--- src/rtl/sat_counter.sv ---
// Saturating up-counter with synchronous clear; a clear coinciding with an
// increment leaves the counter at one so that event is not lost.
module sat_counter #(
    parameter int unsigned W = 16
) (
    input  logic         clk,
    input  logic         rst,
    input  logic         inc,
    input  logic         clr,
    output logic [W-1:0] count
);

    localparam logic [W-1:0] ZERO = {W{1'b0}};
    localparam logic [W-1:0] ONE  = {{(W-1){1'b0}}, 1'b1};
    localparam logic [W-1:0] ALL1 = {W{1'b1}};

    logic [W-1:0] count_r;

    // Count register: clear has priority but keeps a simultaneous increment.
    always_ff @(posedge clk) begin
        if (rst) begin
            count_r <= ZERO;
        end else if (clr) begin
            count_r <= inc ? ONE : ZERO;
        end else if (inc && (count_r != ALL1)) begin
            count_r <= count_r + ONE;
        end else begin
            count_r <= count_r;
        end
    end

    assign count = count_r;

endmodule

--- config.mk ---
export PLATFORM = sky130hd
export DESIGN_NAME = sat_counter
export DESIGN_NICKNAME = d
export VERILOG_FILES = /design/src/rtl/sat_counter.sv
export SDC_FILE = /design/constraint.sdc
export NUM_CORES = 1
export LEC_CHECK = 0
export CAP_MARGIN = 20
export CORE_ASPECT_RATIO = 1.2
export CORE_MARGIN = 2
export CORE_UTILIZATION = 30
export DETAILED_ROUTE_END_ITERATION = 7
export DONT_BUFFER_PORTS = 1
export GPL_TIMING_DRIVEN = 0
export PLACE_DENSITY = 0.49
export SLEW_MARGIN = 40
export SYNTH_ARGS = -nofsm -noshare
export SYNTH_HDL_FRONTEND = slang
export SYNTH_SLANG_ARGS = --single-unit
--- constraint.sdc ---
create_clock -name clk -period 2.15 [get_ports clk]
set_clock_uncertainty 0.2 [all_clocks]
set_input_delay 0.215 -clock clk [delete_from_list [all_inputs] [get_ports clk]]
set_output_delay 0.215 -clock clk [all_outputs]
set_load 0.01 [all_outputs]
==> metrics.md, run 1 <==
| Metric | Value |
|---|---|
| End of the worst register-to-register path | `count[0]` |
| DRC viols | `0` |
| Measured slew at the worst slew-check pin | `0.583 ns` |
| Data arrival time of the critical path | `2.12 ns` |
| Synthesis Warnings | `0` |
| Die area | `0.00324 mm2` |
| Psw | `116 uW` |
| Post-synth EDFFs | `0` |
| Outcome | `finished clean` |
| Commonest non-fill, non-tap cell in the layout | `a21oi_1` |
| Peak supply drop | `roughly 0.23 mV` |
| Commonest cells after routing, fill and taps aside | `a21oi_1 (11), nand3_1 (9), dfxtp_2 (9)` |
| Worst min path class | `primary input to flip-flop` |
| FF+latch count, synth | `16` |
| Share of async-settable or async-resettable flops after synthesis | `0` |
| Flip-flop count of the largest register after layout | `16` |
| Minimum setup slack in the final design | `0.0594 ns` |
| Cell family contributing the most delay on the critical path | `simple AND/OR/NAND/NOR gates` |
| Count of cells along the worst hold path | `3` |
| Total routed wirelength | `2170 um` |
| Buffer cell driving the clock tree root | `clkbuf_4` |
| Initial antenna violation count | `0` |
| Clock insertion delay at the later pin of the skew report | `0.30 ns` |
| Routability Congestion | `0.718` |
| Clock share of power | `0.340` |
| Power density cells | `492 mW/mm2` |
| Chip Width | `52.3 um` |
| Largest net degree at the start of global routing | `11` |
| Routed length per placed instance | `approximately 15 um` |
| Number of cells on the worst reg-to-reg path | `4` |
| Initial detailed-routing violation count | `10` |
| Slowest CP cell | `or4_4` |
| Largest buffer count on any clock path | `2` |
| Worst-case headroom to the max-slew limit | `0.608` |
| Category of the critical setup timing path | `flip-flop to flip-flop` |
| Clock slew at the register clock pins of the worst setup and hold paths | `~0.10 ns` |
| Leading cell types by total area after synthesis | `dfxtp_1 (38%), a21oi_1 (6.5%), nand3_1 (5.4%)` |
| Internal power of the cells | `roughly 370 uW` |
| Most used flip-flop cell after synthesis | `dfxtp_1` |
| CORE AREA | `0.00273 mm2` |
| Nets in the synthesized netlist | `104` |
| Synthesized netlist cell count | `99` |
| Number of rows created at floorplan | `21` |
| Reg power frac | `0.613` |
| Total clock sinks | `16` |
| Wire length of the first global-routing pass | `3690 um` |
| Max_cap viols | `0` |
| Critical Path Fanout Max | `5` |
| Worst setup slack after placement | `-0.224 ns` |
| Post-synth top area share | `0.381` |
| TritonCTS clock tree | `done` |
| Total standard cell area after synthesis | `841 um2` |
| Via/cell ratio | `5.79` |
| Worst setup SP type | `flip-flop` |
| GR Util All Layers | `0.153` |
| Level count of the clock H-tree | `1` |
| Congestion Overflow GR | `0` |
| Critical path, cell by cell | `nand4_1 > or4_4 > a2111oi_1 > o21bai_1` |
| Switching part of the total | `0.237` |
| Syn Area/Cell | `between 8 and 9 um2` |
| Final slew viol count | `0` |
| Boundary Pins | `20` |
| Buf+Inv Stages, Crit Path | `0` |
| Vias in the first global route | `799` |
| Destination of the worst hold path | `count[2]` |
| Post-route minimum period | `2.09 ns` |
| RSZ-0062 raised after global routing | `true` |
| Sequential Area | `~340 um2` |
| Final setup violating endpoints | `0` |
| Final worst-path cycle share | `0.972` |
| Area added between synthesis and finish | `18.3%` |
| Hold Slack | `0.0315 ns` |
| Required time at the endpoint of the critical path | `2.18 ns` |
| Largest incremental delay on the critical path | `0.61 ns` |
| Number of filler cells placed in the layout | `between 200 and 300` |
| Starting Density | `0.308` |
| Die Ht | `between 60 and 70 um` |
| HPWL after detailed placement | `roughly 1600 um` |
| Cell taking the most area after synthesis | `dfxtp_1` |
| Launching point of the worst reg2reg path | `count[15]` |
| Area occupied by multi-input gates | `495 um2` |
| Count of unique library cells instantiated by Yosys | `33` |
| R2r setup slk | `~0.06 ns` |
| Number of buffers added by the clock tree synthesis step | `3` |
| Share of synthesized area occupied by flip-flops and latches | `0.381` |
| Number of hold-slack violations in the final timing report | `0` |
| Pre-Repair DR Iteration Count | `4` |
| Leakage Power | `0.000293 uW` |
| Setup crit end kind | `flip-flop` |
| FMAX | `0.478 GHz` |
| Vias after detailed routing | `817` |
| Fraction of final layout cells with drive strength greater than 1 | `0.224` |
| Combinational share of power | `0.047` |
| Final ANT Viol Nets | `0` |
| Number of nets in the layout | `around 110` |
| Port Buffers | `0` |
| Number of antenna diodes | `0` |
| Hold_sp | `inc` |
-- repair_timing --
action / CTS / global route
gates cloned: 0 / 0
gates resized for setup: 10 / 8
setup endpoints to repair: 12 / 12
hold buffers: 5 / 0
setup buffers: 1 / 0
hold endpoints to repair: 7 / 0
pin swaps: 1 / 0
-- worst max-delay path by stage --
stage / start / end / slack (ns) / cells after the start
final: count[15] / count[0] / 0.06 / 4
after global routing: count[15] / count[1] / -0.06 / 5
after CTS: count[9] / count[0] / 0.008 / 4
after detailed placement: count[8] / count[13] / -0.22 / 5
after global placement: count[8] / count[13] / -0.21 / 5
after floorplan: count[0] / count[10] / 0.15 / 6
-- worst min-delay path, cell delays in order --
cell and delay [ns]:
nand2_2 0.11, or3_2 0.13, a21oi_1 0.05
-- synthesized netlist by cell type (2+ instances only) --
| library cell | number |
|---|---|
| or3_1 | 3 |
| or4_1 | 6 |
| dfxtp_1 | 16 |
| nand3_1 | 9 |
| nor4_1 | 3 |
| nor2_1 | 3 |
| o31ai_1 | 6 |
| a21oi_1 | 11 |
| inv_1 | 5 |
| nand4_1 | 3 |
| o21ai_0 | 4 |
| nor3_1 | 4 |
| nand2_1 | 5 |
| o211a_1 | 2 |
-- logic make-up (layout without fill, tap and decap cells) --
logic type,Yosys count,in the layout,synth area share
AOI/OAI and AO/OA,29,29,0.226
DFF,16,16,0.381
buffers and inverters,9,17,0.0506
and+or+nand+nor,43,43,0.315
adders and majority gates,1,1,0.0149
muxes,1,1,0.0119
-- per-layer routing --
metal | vias up | global-route usage | part of all wire
met5 | - | 0 | 0
met4 | 0 | 0.0659 | 0.020
met2 | 20 | 0.280 | 0.48
li1 | 410 | - | -
met3 | 5 | 0.0407 | 0.061
met1 | 382 | 0.166 | 0.44
-- power groups by stage --
| stage | logic [uW] | clock network (uW) | registers, uW |
|---|---|---|---|
| after floorplan | 10.8 | 0 | 308 |
| final | 23.2 | 167 | 300 |
| after detailed placement | 14.2 | 0 | 308 |
| after global placement | 14.0 | 0 | 308 |
| after global routing | 27.1 | 178 | 301 |
| after CTS | 23.4 | 171 | 302 |
-- layout make-up --
type,instances,share of cell area
multi-input combinational,74,0.498
buffer,3,0.0189
timing repair buffer,6,0.0579
sequential,16,0.341
tap,34,0.0428
clock buffer,3,0.0226
inverter,5,0.0189
-- stage by stage --
stage / cell area, um2 / cells / utilization / power (uW) / setup TNS [ns]
after floorplan: 841 / 99 / - / 318 / 0
after global placement: 883 / 133 / 0.323 / 322 / -1.50
after detailed placement: 883 / 133 / 0.323 / 322 / -1.84
after CTS: 983 / 142 / 0.360 / 496 / 0
after global routing: 995 / 141 / 0.364 / 506 / -0.202
final: 995 / 141 / 0.364 / 490 / 0
Power figures use the tool's default switching activity.
==> run 2: changes to the inputs <==
HOLD_SLACK_MARGIN = 0.1   (was not set)
==> run 2 against run 1 <==
  * Final cell count is the same
  * Clock power is essentially flat
  * Via count grew 0.24%
  * Sequential share of layout area shrank 0.17 points
  * Register-to-register slack is essentially flat
  * Setup slack gained 0.00064 ns
  * Largest cell class unchanged
==> metrics.md, run 2 (synthesis gave the netlist of run 1 again) <==
| Metric | Value |
|---|---|
| Clock share of power | `0.340 (about the same)` |
| Level count of the clock H-tree | `1 (unchanged)` |
| Hold_sp | `inc (unchanged)` |
| Die Ht | `62.0 um (unchanged)` |
| Reg power frac | `0.612 (was 0.613)` |
| Number of buffers added by the clock tree synthesis step | `3 (unchanged)` |
| Starting Density | `0.308 (unchanged)` |
| GR Util All Layers | `0.154 (was 0.153)` |
| Clock slew at the register clock pins of the worst setup and hold paths | `0.10 ns (about the same)` |
| Flip-flop count of the largest register after layout | `16 (unchanged)` |
| Critical Path Fanout Max | `5 (unchanged)` |
| Psw | `116 uW (about the same)` |
| Area added between synthesis and finish | `18.5% (was 18.3%)` |
| Commonest cells after routing, fill and taps aside | `a21oi_1 (11), nand3_1 (9), dfxtp_2 (8) (was a21oi_1 (11), nand3_1 (9), dfxtp_2 (9))` |
| Total clock sinks | `16 (unchanged)` |
| Peak supply drop | `0.225 mV (was 0.226 mV)` |
| Worst-case headroom to the max-slew limit | `0.608 (unchanged)` |
| Total routed wirelength | `2170 um (about the same)` |
| Hold Slack | `0.113 ns (was 0.0315 ns)` |
| Number of antenna diodes | `0 (unchanged)` |
| Combinational share of power | `0.049 (was 0.047)` |
| Fraction of final layout cells with drive strength greater than 1 | `0.215 (was 0.224)` |
| Sum Neg Setup Slack | `0 ns (unchanged)` |
| Largest buffer count on any clock path | `2 (unchanged)` |
| FMAX | `0.478 GHz (about the same)` |
| Vias in the first global route | `807 (was 799)` |
| Chip Width | `52.3 um (unchanged)` |
| Number of filler cells placed in the layout | `297 (was 299)` |
| Final setup violating endpoints | `0 (unchanged)` |
| Post-route minimum period | `2.09 ns (about the same)` |
| Port Buffers | `0 (unchanged)` |
| Sequential Area | `338 um2 (was 339 um2)` |
| Worst setup SP type | `flip-flop (unchanged)` |
| Initial antenna violation count | `0 (unchanged)` |
| Boundary Pins | `20 (unchanged)` |
| Switching part of the total | `0.237 (about the same)` |
| Largest net degree at the start of global routing | `11 (unchanged)` |
| RSZ-0062 raised after global routing | `true (unchanged)` |
| Via/cell ratio | `5.81 (was 5.79)` |
| Initial detailed-routing violation count | `10 (unchanged)` |
| Final ANT Viol Nets | `0 (unchanged)` |
| Leakage Power | `0.000302 uW (was 0.000293 uW)` |
| Buffer cell driving the clock tree root | `clkbuf_4 (unchanged)` |
| Data arrival time of the critical path | `2.12 ns (about the same)` |
| Vias after detailed routing | `819 (was 817)` |
| Number of cells on the worst reg-to-reg path | `4 (unchanged)` |
| Worst min path class | `primary input to flip-flop (unchanged)` |
| Congestion Overflow GR | `0 (unchanged)` |
| Internal power of the cells | `374 uW (about the same)` |
| Final worst-path cycle share | `0.972 (about the same)` |
| Power density cells | `493 mW/mm2 (was 492 mW/mm2)` |
| Final slew viol count | `0 (unchanged)` |
| Pre-Repair DR Iteration Count | `4 (unchanged)` |
| R2r setup slk | `0.06 ns (about the same)` |
| HPWL after detailed placement | `1550 um (unchanged)` |
| DRC viols | `0 (unchanged)` |
| TritonCTS clock tree | `done (unchanged)` |
| CORE AREA | `0.00273 mm2 (unchanged)` |
| Measured slew at the worst slew-check pin | `0.583 ns (unchanged)` |
| Clock insertion delay at the later pin of the skew report | `0.30 ns (about the same)` |
| Max_cap viols | `0 (unchanged)` |
| Die area | `0.00324 mm2 (unchanged)` |
| Routed length per placed instance | `15.4 um (about the same)` |
| Number of nets in the layout | `114 (unchanged)` |
| Commonest non-fill, non-tap cell in the layout | `a21oi_1 (unchanged)` |
| Launching point of the worst reg2reg path | `count[15] (unchanged)` |
| Area occupied by multi-input gates | `495 um2 (unchanged)` |
| Category of the critical setup timing path | `flip-flop to flip-flop (unchanged)` |
| Number of hold-slack violations in the final timing report | `0 (unchanged)` |
| Destination of the worst hold path | `count[3] (was count[2])` |
| Number of rows created at floorplan | `21 (unchanged)` |
| Routability Congestion | `0.718 (unchanged)` |
| Required time at the endpoint of the critical path | `2.18 ns (about the same)` |
| Outcome | `finished clean (unchanged)` |
| Wire length of the first global-routing pass | `3710 um (was 3690 um)` |
| Setup crit end kind | `flip-flop (unchanged)` |
| Count of cells along the worst hold path | `3 (unchanged)` |
| End of the worst register-to-register path | `count[0] (unchanged)` |
==> run 2: changes by cell type in the layout (fill, tap and decap cells not counted) <==
| cell | change |
|---|---|
| dlymetal6s4s_1 | +1 |
| dfxtp_1 | +1 |
| dlygate4sd3_1 | -1 |
| dfxtp_2 | -1 |
==> run 2: cell type report <==
type / count / area share
multi-input cells: 74 / 0.497
flip-flops and latches: 16 / 0.339
repair buffers: 6 / 0.0603
well taps: 34 / 0.0427
clock buffers: 3 / 0.0226
plain buffers: 3 / 0.0188
inverters: 5 / 0.0188
==> run 2: stage by stage <==
stage	instances	instance area [um2]	setup slack [ns]	util	total power [uW]
after floorplan	99	841	0.153	-	318
after global placement	133	883	-0.206	0.323	322
after detailed placement	133	883	-0.224	0.323	322
after CTS	142	983	0.00835	0.360	497
after global routing	141	996	-0.0611	0.364	507
final	141	996	0.0601	0.364	491
==> run 2: repair_timing <==
| action | in CTS | in global routing |
|---|---|---|
| resized for setup | 10 | 8 |
| hold buffers | 5 | 0 |
| endpoints found under the setup margin | 12 | 12 |
| buffers inserted | 1 | 0 |
| hold endpoints to repair | 9 | 0 |
| pin swaps | 1 | 0 |
==> run 2: critical path, cell delays in order, from the launching register on <==
cell and delay [ns]:
dfxtp_1 0.45, nand4_1 0.23, or4_4 0.61, a2111oi_1 0.39, o21bai_1 0.15
==> run 2: worst max path at each step <==
stage	from	end
2_1_floorplan	count[0]	count[10]
3_3_place_gp	count[8]	count[13]
3_5_place_dp	count[8]	count[13]
4_1_cts	count[9]	count[0]
5_1_grt	count[15]	count[1]
6_report	count[15]	count[0]
==> run 2: per-layer routing <==
metal / up-vias / wire, um / GRT usage
met5: - / 0 / 0
met4: 0 / 44 / 0.0842
met3: 5 / 133 / 0.0407
met2: 20 / 1040 / 0.271
met1: 383 / 954 / 0.168
li1: 411 / - / -
==> run 2: power by group through the flow <==
stage / Clock [uW] / Sequential [uW] / Combinational (uW)
floorplan: 0 / 308 / 10.8
global placement: 0 / 308 / 14.0
detailed placement: 0 / 308 / 14.2
CTS: 171 / 302 / 23.8
global route: 178 / 301 / 27.9
finish: 167 / 300 / 23.8
